[src/rtl/bundle_sequencer.sv]
// Bundle fetch/issue sequencer: prefetches NFU-slot instruction bundles into a small queue
// and issues them one at a time to the functional units, with branch redirect support.
module bundle_sequencer #(
  parameter int unsigned NFU      = 2,
  parameter int unsigned QDEPTH   = 4,
  parameter logic [63:0] RESET_PC = 64'h0
) (
  input  logic                        clk,
  input  logic                        rst,
  output logic                        fetchReq,
  output logic [63:0]                 fetchAddr,
  input  logic                        fetchDone,
  input  logic [NFU*32-1:0]           fetchData,
  output logic                        issueValid,
  output logic [NFU*32-1:0]           issueBundle,
  output logic [63:0]                 issuePC,
  input  logic [NFU-1:0]              fuWorking,
  input  logic [NFU-1:0]              writePC,
  input  logic [NFU*64-1:0]           newPC,
  output logic [$clog2(QDEPTH):0]     queueCount
);

  localparam int unsigned BW = NFU * 32;
  localparam int unsigned PW = $clog2(QDEPTH);
  localparam int unsigned CW = PW + 1;
  localparam logic [63:0]   BB    = 64'(NFU * 4);
  localparam logic [CW-1:0] QFULL = CW'(QDEPTH);

  typedef enum logic [0:0] {StIdle, StWait} fetch_st_e;

  fetch_st_e         st_q, st_d;
  logic [63:0]       pc_q, pc_d;
  logic [63:0]       req_addr_q, req_addr_d;
  logic              stale_q, stale_d;
  logic [PW-1:0]     head_q, head_d, tail_q, tail_d;
  logic [CW-1:0]     count_q, count_d;
  logic              iv_q, iv_d;
  logic [BW-1:0]     ib_q, ib_d;
  logic [63:0]       ipc_q, ipc_d;

  logic [63:0]       q_addr [QDEPTH];
  logic [BW-1:0]     q_data [QDEPTH];

  logic              redirect, found, push, pop;
  logic [63:0]       target;

  // Lowest-index FU wins when several request a branch together.
  always_comb begin
    target = '0;
    found  = 1'b0;
    for (int i = 0; i < NFU; i++) begin
      if (writePC[i] && !found) begin
        target = newPC[64*i +: 64];
        found  = 1'b1;
      end
    end
  end

  assign redirect = |writePC;
  assign push = (st_q == StWait) && fetchDone && !stale_q && !redirect && (count_q != QFULL);
  assign pop  = (count_q != '0) && (fuWorking == '0) && !redirect && !iv_q;

  always_comb begin
    st_d       = st_q;
    pc_d       = pc_q;
    req_addr_d = req_addr_q;
    stale_d    = stale_q;
    head_d     = head_q;
    tail_d     = tail_q;
    count_d    = count_q;
    iv_d       = pop;
    ib_d       = ib_q;
    ipc_d      = ipc_q;

    if (pop) begin
      ib_d   = q_data[head_q];
      ipc_d  = q_addr[head_q];
      head_d = head_q + 1'b1;
    end
    if (push) begin
      tail_d = tail_q + 1'b1;
      pc_d   = req_addr_q + BB;
    end
    unique case ({push, pop})
      2'b10:   count_d = count_q + 1'b1;
      2'b01:   count_d = count_q - 1'b1;
      default: count_d = count_q;
    endcase

    if (redirect) begin
      head_d  = '0;
      tail_d  = '0;
      count_d = '0;
      pc_d    = target;
    end

    // A slot is reserved when a fetch is launched, so the queue can never overflow on push.
    unique case (st_q)
      StIdle: begin
        if (!redirect && (count_q < QFULL)) begin
          st_d       = StWait;
          req_addr_d = pc_q;
        end
      end
      StWait: begin
        if (fetchDone) begin
          st_d    = StIdle;
          stale_d = 1'b0;
        end else if (redirect) begin
          stale_d = 1'b1;
        end
      end
      default: st_d = StIdle;
    endcase
  end

  always_ff @(posedge clk or negedge rst) begin
    if (!rst) begin
      st_q       <= StIdle;
      pc_q       <= RESET_PC;
      req_addr_q <= '0;
      stale_q    <= 1'b0;
      head_q     <= '0;
      tail_q     <= '0;
      count_q    <= '0;
      iv_q       <= 1'b0;
      ib_q       <= '0;
      ipc_q      <= '0;
    end else begin
      st_q       <= st_d;
      pc_q       <= pc_d;
      req_addr_q <= req_addr_d;
      stale_q    <= stale_d;
      head_q     <= head_d;
      tail_q     <= tail_d;
      count_q    <= count_d;
      iv_q       <= iv_d;
      ib_q       <= ib_d;
      ipc_q      <= ipc_d;
    end
  end

  always_ff @(posedge clk) begin
    if (push) begin
      q_addr[tail_q] <= req_addr_q;
      q_data[tail_q] <= fetchData;
    end
  end

  assign fetchReq    = (st_q == StWait);
  assign fetchAddr   = req_addr_q;
  assign issueValid  = iv_q;
  assign issueBundle = ib_q;
  assign issuePC     = ipc_q;
  assign queueCount  = count_q;

endmodule

[config.mk]
export PLATFORM = sky130hd
export DESIGN_NAME = bundle_sequencer
export DESIGN_NICKNAME = d
export VERILOG_FILES = /design/src/rtl/bundle_sequencer.sv
export SDC_FILE = /design/constraint.sdc
export NUM_CORES = 1
export LEC_CHECK = 0
export CORE_ASPECT_RATIO = 2
export CORE_MARGIN = 2
export CORE_UTILIZATION = 50
export CTS_CLUSTER_SIZE = 28
export DETAILED_ROUTE_END_ITERATION = 7
export HOLD_SLACK_MARGIN = 0.05
export PLACE_DENSITY_LB_ADDON = 0.1
export SYNTH_ARGS = -nofsm -noshare
export SYNTH_HDL_FRONTEND = slang
export SYNTH_SLANG_ARGS = --single-unit
[constraint.sdc]
create_clock -name clk -period 12.1 [get_ports clk]
set_input_delay 3.025 -clock clk [delete_from_list [all_inputs] [get_ports clk]]
set_output_delay 3.025 -clock clk [all_outputs]
set_load 0.005 [all_outputs]
After elaboration in Yosys (flattened, before gate mapping) --
Memory sizes are Yosys's and may differ from the RTL's. A register that Yosys moved wholly into a read port is not among the register bits. Cells that the tools add are included.
Storage, ports and cells: flip-flop bits (word level) 138, bits in writable memories 512, bits of input ports 199, memories kept 2
Cells by class: add/sub/neg operators 5, order comparisons 1, equal/unequal tests 3, muxes and demuxes 18, bitwise operators 1, reduce and logical (&&, ||, !) cells 24
Memory list:
- q_addr | depth 4, width 64, rd ports 1, clocked after Yosys merged registers in 1, wr ports 1, line 41 | logic [63:0] q_addr [QDEPTH];
- q_data | depth 4, width 64, rd ports 1, clocked after Yosys merged registers in 1, wr ports 1, line 42 | logic [BW-1:0] q_data [QDEPTH];
Operators by type and width (count):
- $mux 64 | 4
- $add 64x4->64 const B | 1
- $logic_and 1x1->1 | 9
- $mux 2 | 4
- $mux 1 | 7
- $logic_not 1->1 | 6
- $pmux 3 s2 | 1
- $reduce_bool 2->1 | 3
- $reduce_bool 3->1 | 2
- $add 2x1->2 const B | 2
- $reduce_and 2->1 | 2
- $add 3x1->3 const B | 1
- $lt 3x3->1 const B | 1
- $mux 3 | 1
- $ne 3x3->1 const B | 1
- $sub 3x1->3 const B | 1
- $eq 2x1->1 const B | 1
- $eq 2x2->1 const B | 1
- $logic_not 2->1 | 1
- $pmux 1 s2 | 1
- $reduce_or 2->1 | 1
- $not 1->1 | 1

Longest topological paths before layout --
Gate-level depths: netlist (run 1).
depth in word-level cells 7, depth in mapped cells 12, mapped depth without buffers 8

Worst setup path after synthesis (run 1) --
No wires, ideal clock.
path type input -> register, from input fetchDone, to memory q_addr[0][0] (enable), library setup time 503 ps, arrival 6730 ps, slack 4867 ps, stages on the path 4, buffers on the path 1, path through nand2_1 > nor3_1 > clkbuf_1 > and3_1
Between the ends: word-level cells in the longest chain between the ends 6
Ends and longest elaborated chain:
- start, declared | line 12 | input logic fetchDone,
- $logic_and 1x1->1 (4 in series) | line 60 | assign push = (st_q == StWait) && fetchDone && !stale_q && !redirect && (count_q != QFULL);
- $mux 1 | line 144 | if (push) begin
- $mux 1 (not written as such) | line 145 | q_addr[tail_q] <= req_addr_q;
- end, declared | line 41
No other way between the ends.

Worst setup path after layout (run 1) --
from input fetchDone, to memory q_addr[0][11] (enable)
The elaborated chain is that of the path after synthesis.

==> results.md, run 1 <==
* Die area at 63800 um2
* Worst Max-Slew Pin Slew at 1200 ps
* Fraction of layout cells with a size suffix above 1 at a little over a fifth
* Critical Path Stages at 6
* R2R depth at 5
* Pwr dens at 160 nW/um2
* Slowest stage delay, CP at a little over 900 ps
* Cts bufs inserted at 67
* Drt initial violations at roughly 1.3k
* Reg-to-reg startpoint: queueCount[2]
* Family with the most delay on the worst path: buffers and inverters
* Post-route ant nets at 0
* Final Hold Viols at 0
* Setup TNS at 0 ps
* VDD IR max at roughly 0.12 mV
* Post_cts resized at 0
* Critical path capture point type: flop
* Pre-CTS worst setup slack at 5640 ps
* FFs w/ async S/R, synth at 34.2%
* DR WL/cell at 25.7 um
* Run status: completed
* Sw frac at 23.4%
* Vias per cell at roughly 6
* Worst-Skew Late Latency at about 600 ps
* Reg2Reg Setup Slack at roughly 8600 ps
* Die width at ~180 um
* Yosys cell types at 55
* IO Port Bufs at 395
* HP Class: reg -> reg
* Largest net degree at the start of global routing at just under 100
* Critical path peak fanout at 73
* Reg-to-reg critical path endpoint: q_addr[0][11]
* Core footprint at ~60000 um2
* Clock transition at path regs at about 60 ps
* # setup viols final at 0
* CTS Hold Bufs at 0
* IO Pins at a little under 400
* Vias in the first global route at approximately 19k
* Final Worst Setup Slack at approximately 6300 ps
* Gr usage total at 24.3%
* Cell Int Power at roughly 0.0046 W
* Clk root buf: clkbuf_16
* Max Cap Viol at 0
* EDFF count, synth at around 510
* H-tree depth at 3
* Worst path most repeated cell: buf_4
* Max-slew violation count at 0
* Min Clock Period, post-route at between 5000 and 6000 ps
* Synth Flop Type: edfxtp_1
* Fin nets at around 2.4k
* Via count at approximately 18k
* Clock skew at 28.5 ps
* CP Launch Type: input port
* Slowest CP cell: buf_4
* Clock power share at a little over a third
* Post-synthesis cell area at between 30000 and 40000 um2
* Net Sw Power at about 0.0014 W
* Synth warnings at 0
* RSZ-0062 raised after global routing: no
* Synth Net Count at 1985
* Total Power at 0.00606 W
* Pleak at 13.5 nW
* Post-Syn Instances at between 1.5k and 2k
* Post-CTS setup buffers at 0
* Crit path kind: in -> reg
* Total global routing overflow at 0
* Util after Layout at 62.2%
* Initial antenna violation count at 4
* Critical Path AT at 6030 ps
* Area Growth Syn to Fin at 22.8%
* HPWL Detailed at between 40 and 50 mm
* Period utilization at 48.2%
* Sequential cell area fraction in the yosys report at between 70 and 80%
* First-pass GRT wire length at between 100 and 150 mm
* Gpl congestion at just under 0.9
* Initial Utilization at 50.6%
* Routed Wire Length at ~77 mm
* CP cell instances: clkdlybuf4s50_1 -> nand2_1 -> nor3_2 -> buf_4 -> and3_4 -> buf_4
* CTS tree: yes
* Peak Freq at between 150 and 200 MHz
* FF+latch area at around 22000 um2
* Max_slew headroom at 19.6%
* Critical Path RT at between 10000 and 15000 ps
* Clock sink total at around 780
* FP Rows at ~130
* TritonRoute pass-1 iters at 5
* Setup crit start: fetchDone
* Seq cells post-synth at approximately 780
* Die height at 355 um
* Worst setup path end: q_addr[0][11]
* Register share of total power at around 54%
* Bufs and invs on worst path at 3
* Syn avg cell area at 17.3 um2
* Clock Tree Buf Depth at 3
* Filler instances at roughly 4.6k
* Comb power frac at about a tenth
* Area of the multi-input gates at approximately 8300 um2
* DRC violations left at 0
metrics by stage:
step	area (um2)	instances	hold slack, ps
2_1_floorplan	30800	1780	444
3_3_place_gp	35600	2879	459
3_5_place_dp	35600	2879	474
4_1_cts	37800	3001	490
5_1_grt	37800	3001	510
6_report	37800	3002	492
per-layer routing:
| metal | wire length (um) | vias to the layer above | GRT usage [%] | share of wire [%] |
|---|---|---|---|---|
| met1 | 30000 | 9019 | 30.9 | 39 |
| met3 | 5080 | 142 | 4.58 | 6.6 |
| li1 | - | 7647 | - | - |
| met4 | 2420 | 8 | 8.60 | 3.1 |
| met2 | 39700 | 744 | 41.9 | 51 |
| met5 | 53 | - | 0 | 0.069 |
worst min path at each step:
stage             from  endpoint  depth (start not counted)
2_1_floorplan  pc_q[0]   pc_q[0]                          2
3_3_place_gp   pc_q[2]   pc_q[2]                          2
3_5_place_dp   pc_q[0]   pc_q[0]                          2
5_1_grt        pc_q[3]   pc_q[3]                          2
6_report       pc_q[0]   pc_q[0]                          2
4_1_cts        pc_q[4]   pc_q[4]                          2
worst reg2reg max path, stage by stage (launching register included):
cell     delay [ps]
dfrtp_1         460
nor3b_1         190
nor3_2          150
buf_4           290
and3_4          820
buf_4          1000
power by group through the flow:
stage                     Clock, W  Sequential [W]  Combinational, W
after floorplan                  0         0.00322          0.000230
after global placement           0         0.00329          0.000600
after detailed placement         0         0.00330          0.000608
after CTS                  0.00225         0.00325          0.000614
after global routing       0.00235         0.00327          0.000655
final                      0.00220         0.00325          0.000608
synth_stat cells, types with 3 or more instances:
cell	instances	share of area, %
buf_6	4	0.15
or3_1	4	0.081
nand4_1	14	0.28
a22oi_1	10	0.24
nor4_1	4	0.081
o21ai_0	40	0.65
a21oi_1	79	1.3
o31ai_1	4	0.097
ha_1	5	0.20
o31a_1	3	0.085
inv_1	22	0.27
nor3_1	32	0.52
mux2_2	183	6.7
o221ai_1	24	0.68
clkbuf_1	67	0.82
nor3_2	10	0.32
o21a_1	10	0.24
nand2_1	107	1.3
mux4_2	128	9.4
nor4_2	4	0.16
nor2b_1	8	0.16
nand2b_1	6	0.12
buf_1	30	0.37
edfxtp_1	512	50
dfrtp_1	266	22
a221oi_1	6	0.17
xor2_1	21	0.60
o311ai_0	5	0.14
and3_1	11	0.22
xnor2_1	34	0.97
nand3_1	17	0.28
nor2_1	75	0.91
mux2i_1	4	0.13
nand3b_1	3	0.073
kinds of logic (layout without fill, tap and decap cells):
logic type	count (synthesis)	after routing	synth area share [%]
compound gates	196	196	4.03
xor+xnor	55	55	1.56
fa+ha+maj	6	6	0.268
buf+inv	124	565	1.61
flops	778	778	71.5
mux	315	315	16.2
other cells	0	1	0
simple gates	306	306	4.86
flip-flops by register name (all words and copies together), names as in the netlist:
name and flops:
q_addr 256, issueBundle 64, pc_q 64, tail_q 2, head_q 2, issueValid 1, stale_q 1, fetchReq 1
queueCount 3, issuePC 64, q_data 256, fetchAddr 64
placed cells by master (no fill, tap or decap), drive strengths merged, types with 18 or more instances in the layout:
master         count
edfxtp           512
clkdlybuf4s50    392
dfrtp            266
mux2             183
mux4             128
nand2            107
clkbuf            96
a21oi             79
nor2              75
o21ai             42
nor3              42
xnor2             34
buf               29
o221ai            26
inv               22
xor2              21
nand3             19
clkinv            18
cell type report:
type / instances / area share [%]
clock buffer: 96 / 5.22
clock inverter: 26 / 0.744
tap: 780 / 2.58
inverter: 22 / 0.218
timing repair buffer: 421 / 11.0
sequential: 778 / 58.3
multi-input combinational: 878 / 22.0
antenna: 1 / 0.00662
No activity file was read; power rests on OpenSTA's default activity.
==> run 2: changes to the inputs <==
Clock period 12.1 ns to 5.1 ns, I/O delays scaled along.
==> run 2 against run 1 <==
Compared with the run above: cell count up 0.53%; wire length up 2.4%; clock skew is 3.5 ps lower; final area increased by 0.51%; setup slack worse by 4600 ps; clock power is 130% higher; count of clock-buffer cells in the layout decreased by 5; worst hold slack worse by 9.2 ps; critical path depth decreased by 1; first-iteration DRC count increased by 8.9%.
==> results.md, run 2 (synthesis results as in run 1) <==
* H-tree depth at 3 (unchanged)
* Largest net degree at the start of global routing at 136 (+39%)
* Vias in the first global route at 18.3k (-1.4%)
* Clock Tree Buf Depth at 3 (unchanged)
* Gpl congestion at 0.850 (-2.4%)
* Clk root buf: clkbuf_16
* Slowest CP cell: and3_4
* DRC violations left at 0 (unchanged)
* Worst Max-Slew Pin Slew at 1350 ps (+145 ps)
* CP Launch Type: input port
* Run status: completed
* CP cell instances: clkdlybuf4s50_1 -> nand2_1 -> nor3_2 -> and3_4 -> buf_4
* Fin nets at 2392 (+0.80%)
* Most frequent cells in the layout: edfxtp_1, clkdlybuf4s50_1, dfrtp_1, mux2_2, mux4_2
* CTS tree: yes
* HPWL Detailed at 52.6 mm (+6.4%)
* IO Port Bufs at 395 (unchanged)
* Area Growth Syn to Fin at 23.4%
* Top flop regs: q_addr: 256 flops, q_data: 256 flops
* Reg2Reg Setup Slack at 1970 ps (-6650 ps)
* Crit path kind: in -> reg
* Critical Path AT at 3680 ps (-2350 ps)
* Pwr dens at 375 nW/um2 (+130%)
* Slowest stage delay, CP at 880 ps (-50 ps)
* Most common cell after layout, fill and taps aside: edfxtp_1
* Total Power at 0.0143 W (+140%)
* Max-slew violation count at 0 (unchanged)
* Fraction of layout cells with a size suffix above 1 at 21.8% (+0.42 points)
* Initial Utilization at 50.6% (unchanged)
* RSZ-0062 raised after global routing: no
* Fin cells at 3018 (+0.53%)
* Cts bufs inserted at 66 (-1.5%)
* IO Pins at 396 (unchanged)
* Min Clock Period, post-route at roughly 3400 ps
* Clock sink total at 778 (unchanged)
* Bufs and invs on worst path at 2 (-1)
* Die height at 355 um (unchanged)
* Drt initial violations at 1364 (+8.9%)
* # setup viols final at 0 (unchanged)
* Worst-Skew Late Latency at 600 ps (about the same)
* Setup TNS at 0 ps (unchanged)
* Final Hold Viols at 0 (unchanged)
* Max Cap Viol at 0 (unchanged)
* CTS Hold Bufs at 0 (unchanged)
* DR WL/cell at 26.2 um (+1.9%)
* Clock transition at path regs at 70 ps (about the same)
* Antenna cells at 0 (-1)
* Die width at 180 um (unchanged)
* Period utilization at between 60% and 70%
* Clock skew at 25.0 ps (-3.52 ps)
* Post_cts resized at 0 (unchanged)
* Post-CTS setup buffers at 0 (unchanged)
* TritonRoute pass-1 iters at 8 (+3)
* Post-route ant nets at 0 (unchanged)
* Die area at 63800 um2 (unchanged)
* FP Rows at 128 (unchanged)
* Max_slew headroom at 9.92% (-9.7 points)
* Peak Freq at 292 MHz
* Critical path capture point type: flop
* Critical path peak fanout at 47 (-36%)
* DP Cell Count at 2899 (+0.69%)
* Vias per cell at 5.82 (-0.47%)
* Initial antenna violation count at 7 (+3)
* First-pass GRT wire length at 118 mm (+1.5%)
* Gr usage total at 24.8% (+0.55 points)
* Pleak at 13.6 nW (+0.55%)
* Total global routing overflow at 0 (unchanged)
* Routed Wire Length at 79.1 mm (+2.4%)
* Critical Path RT at 5360 ps (-6930 ps)
* Core footprint at 60900 um2 (unchanged)
* Util after Layout at 62.5% (+0.32 points)
* VDD IR max at 0.224 mV (+94%)
* Via count at 17.6k (+0.057%)
* Family with the most delay on the worst path: simple AND/OR/NAND/NOR gates
* HP Class: reg -> reg
[run 2: where the power goes]
group / total [W] / internal, W / switching, W
Sequential: 0.00771 / 0.00718 / 0.000539
Combinational: 0.00147 / 0.000839 / 0.000633
Clock: 0.00508 / 0.00285 / 0.00222
[run 2: metal layers]
layer  GRT usage, %  share of wire (%)  vias up
li1               -                  -     7694
met1           31.5                 39     9084
met2           43.5                 52      664
met3           4.63                6.3      116
met4           7.54                2.6       12
met5              0              0.097        -
[run 2: area by class of cell]
class,instances,area [um2]
fillers,4471,22800
flip-flops and latches,778,22000
multi-input cells,878,8320
repair buffers,441,4460
clock buffers,91,1810
well taps,780,976
clock inverters,28,332
inverters,22,82.6
[run 2: stage by stage]
step | setup WS, ps | hold WS, ps | cell area, um2
floorplan | 1070 | 444 | 30800
global placement | 1090 | 460 | 35900
detailed placement | 1050 | 472 | 35900
CTS | 1670 | 488 | 38000
global route | 1510 | 514 | 38000
finish | 1680 | 483 | 38000
[run 2: final timing paths]
path,endpoint,cells after the start,start
setup / recovery,q_addr[2][36],5,fetchDone
hold / removal,pc_q[1],2,pc_q[1]
setup reg to reg,pc_q[45],7,fetchAddr[3]
min in group asynchronous,issueBundle[10],1,rst
max in group asynchronous,issuePC[57],2,rst
hold reg to reg,pc_q[1],2,pc_q[1]
[run 2: worst min-delay path: cells and delay by family (launching register included)]
family | cells | cell delay [ps]
AND/OR/NAND/NOR | 1 | 50
AO/OA/AOI/OAI | 1 | 60
flip-flops | 1 | 350
==> RTL change: new RTL, flow settings as in run 2 <==
Reset style: synchronous (`rst`), changed in one clocked block.
--- a/src/rtl/bundle_sequencer.sv
+++ b/src/rtl/bundle_sequencer.sv
@@ -114,7 +114,7 @@
     endcase
   end
 
-  always_ff @(posedge clk or negedge rst) begin
+  always_ff @(posedge clk) begin
     if (!rst) begin
       st_q       <= StIdle;
       pc_q       <= RESET_PC;
Check against the original RTL: differs if rst is asserted again (counterexample within 4 cycles, from zero or initial values and one cycle with rst low); with rst held inactive, the same outputs for 4 cycles.
==> RTL change against run 2 <==
Routed wire length increased by 4.5%; setup slack got worse by 0.11 ns; final area decreased by 0.67%; sequential share of layout area decreased by 3.1 points; utilization decreased by 0.42 points; global-route usage increased by 1.1 points; sequential cell count unchanged; non-clock buffer count decreased by 5; area after synthesis decreased by 0.50%; largest cell class unchanged.
Power is not compared: it rests on default switching activity, and its combinational part moved more than twofold at a synthesized area within 25%.
==> RTL change: results (changes against run 2) <==
\begin{tabular}{lr}
\hline
Metric & Value \\
\hline
\multicolumn{2}{l}{\textbf{Detailed routing}} \\
Per-cell via count in the routed design & 5.84 (was 5.82) \\
1st-iter DRT viols & 1745 (was 1364) \\
\multicolumn{2}{l}{\textbf{Yosys}} \\
Syn Area/Cell & 13.7 um\^{}2 (was 17.3 um\^{}2) \\
Leading post-synthesis cells by cell area & edfxtp\_1 50\%, dfxtp\_1 17\%, mux4\_2 9.4\% (was edfxtp\_1 50\%, dfrtp\_1 22\%, mux4\_2 9.4\%) \\
Post-Syn Nets & 2437 (was 1985) \\
Commonest cells post-synth & 512 x edfxtp\_1, 453 x nand2\_1, 266 x dfxtp\_1 (was 512 x edfxtp\_1, 266 x dfrtp\_1, 183 x mux2\_2) \\
Fraction of synthesis flops using an asynchronous set or reset pin & 0\% (was 34.2\%) \\
Unique cell type count in the Yosys netlist & 57 (was 55) \\
\multicolumn{2}{l}{\textbf{Clocking}} \\
TritonCTS buffer count & 67 (was 66) \\
\multicolumn{2}{l}{\textbf{Timing}} \\
Worst-Margin Slew & 1.25 ns (was 1.35 ns) \\
\multicolumn{2}{l}{\textbf{Final layout}} \\
Number of filler cells placed in the layout & 4762 (was 4471) \\
Final net count & 2796 (was 2392) \\
Share of layout cells above drive strength 1 & 11.1\% (was 21.8\%) \\
\multicolumn{2}{l}{\textbf{Place}} \\
Final estimated routing congestion in global placement & 0.914 (was 0.850) \\
DPL Wire Length & 51.7 mm (was 52.6 mm) \\
Post-placement setup slack & 1.00 ns (was 1.05 ns) \\
Number of instances in the placed design & 3301 (was 2899) \\
\multicolumn{2}{l}{\textbf{Setup path}} \\
Minimum setup slack among reg-to-reg paths & 1.86 ns (was 1.97 ns) \\
Capture point of the worst reg-to-reg path & pc\_q[43]\$\_SDFFE\_PN0P\_ (was pc\_q[45]\$\_DFFE\_PN0P\_) \\
Critical path data arrival time & 4.02 ns (was 3.68 ns) \\
\multicolumn{2}{l}{\textbf{Global route}} \\
Number of global-route vias before repair & 20223 (was 18322) \\
Initial antenna violation count & 10 (was 7) \\
Maximum number of pins on one net before global-route repair & 221 (was 136) \\
\multicolumn{2}{l}{\textbf{Run status}} \\
Outcome & finished, final reports clean (unchanged) \\
\multicolumn{2}{l}{\textbf{Hold path}} \\
Hold-critical path endpoint & fetchAddr[1]\$\_SDFFE\_PN0P\_ (was pc\_q[1]\$\_DFFE\_PN0P\_) \\
Hold Path Origin & pc\_q[1]\$\_SDFFE\_PN0P\_ (was pc\_q[1]\$\_DFFE\_PN0P\_) \\
\hline
\end{tabular}
## RTL change: worst max path at each step
| stage | startpoint | to | slack [ns] | cells past startpoint |
|---|---|---|---|---|
| 6_report | fetchDone | pc_q[52]$_SDFFE_PN0P_ | 1.57 | 8 |
| 3_3_place_gp | fetchDone | pc_q[52]$_SDFFE_PN0P_ | 1.10 | 8 |
| 5_1_grt | writePC[1] | issuePC[26]$_SDFFE_PN0P_ | 1.46 | 8 |
| 2_1_floorplan | writePC[1] | q_addr[0][0]$_DFFE_PP_ | 0.97 | 4 |
| 3_5_place_dp | writePC[1] | issuePC[37]$_SDFFE_PN0P_ | 1.0 | 8 |
| 4_1_cts | writePC[1] | issuePC[37]$_SDFFE_PN0P_ | 1.64 | 8 |
## RTL change: area by class of cell
cell class	count	share of cell area, %
flip-flops and latches	778	54.8
multi-input cells	1292	24.9
repair buffers	436	11.5
clock buffers	104	5.45
well taps	780	2.58
clock inverters	20	0.500
inverters	15	0.162
diodes	8	0.0530
## RTL change: through the flow
step / instance area, um^2 / utilization [%]
after floorplan: 30700 / -
after global placement: 35500 / 58.3
after detailed placement: 35500 / 58.3
after CTS: 37700 / 62.0
after global routing: 37800 / 62.0
final: 37800 / 62.1
## RTL change: worst max-delay path, cell delays in order
cell and delay [ns]:
clkdlybuf4s50_1 0.48, nand2_1 0.10, a211o_1 0.57, nor2_2 0.86, buf_4 0.28, o31ai_1 0.11, o22ai_1 0.14, o21ba_2 0.20
## RTL change: power groups by stage
stage	combinational, mW	sequential [mW]	clock, mW
finish	0.526	6.83	5.17
global route	0.565	6.83	5.51
CTS	0.524	6.83	5.29
detailed placement	0.520	6.97	0
global placement	0.511	6.96	0
floorplan	0.215	6.94	0
## RTL change: logic make-up after synthesis
| logic type | synth area share [%] |
|---|---|
| adder cells (fa/ha/maj) | 0.310 |
| AO/OA/AOI/OAI | 9.37 |
| multiplexers | 9.66 |
| AND/OR/NAND/NOR | 9.67 |
| XOR/XNOR | 1.49 |
| flip-flops | 67.5 |
| buffers and inverters | 2.00 |
## RTL change: routing by layer
| metal | part of all wire [%] | global-route usage (%) | vias to the layer above |
|---|---|---|---|
| li1 | - | - | 9002 |
| met1 | 40 | 35.0 | 10025 |
| met2 | 49 | 42.9 | 900 |
| met3 | 8.7 | 4.88 | 125 |
| met4 | 2.4 | 7.69 | 10 |
| met5 | 0.081 | 0 | - |
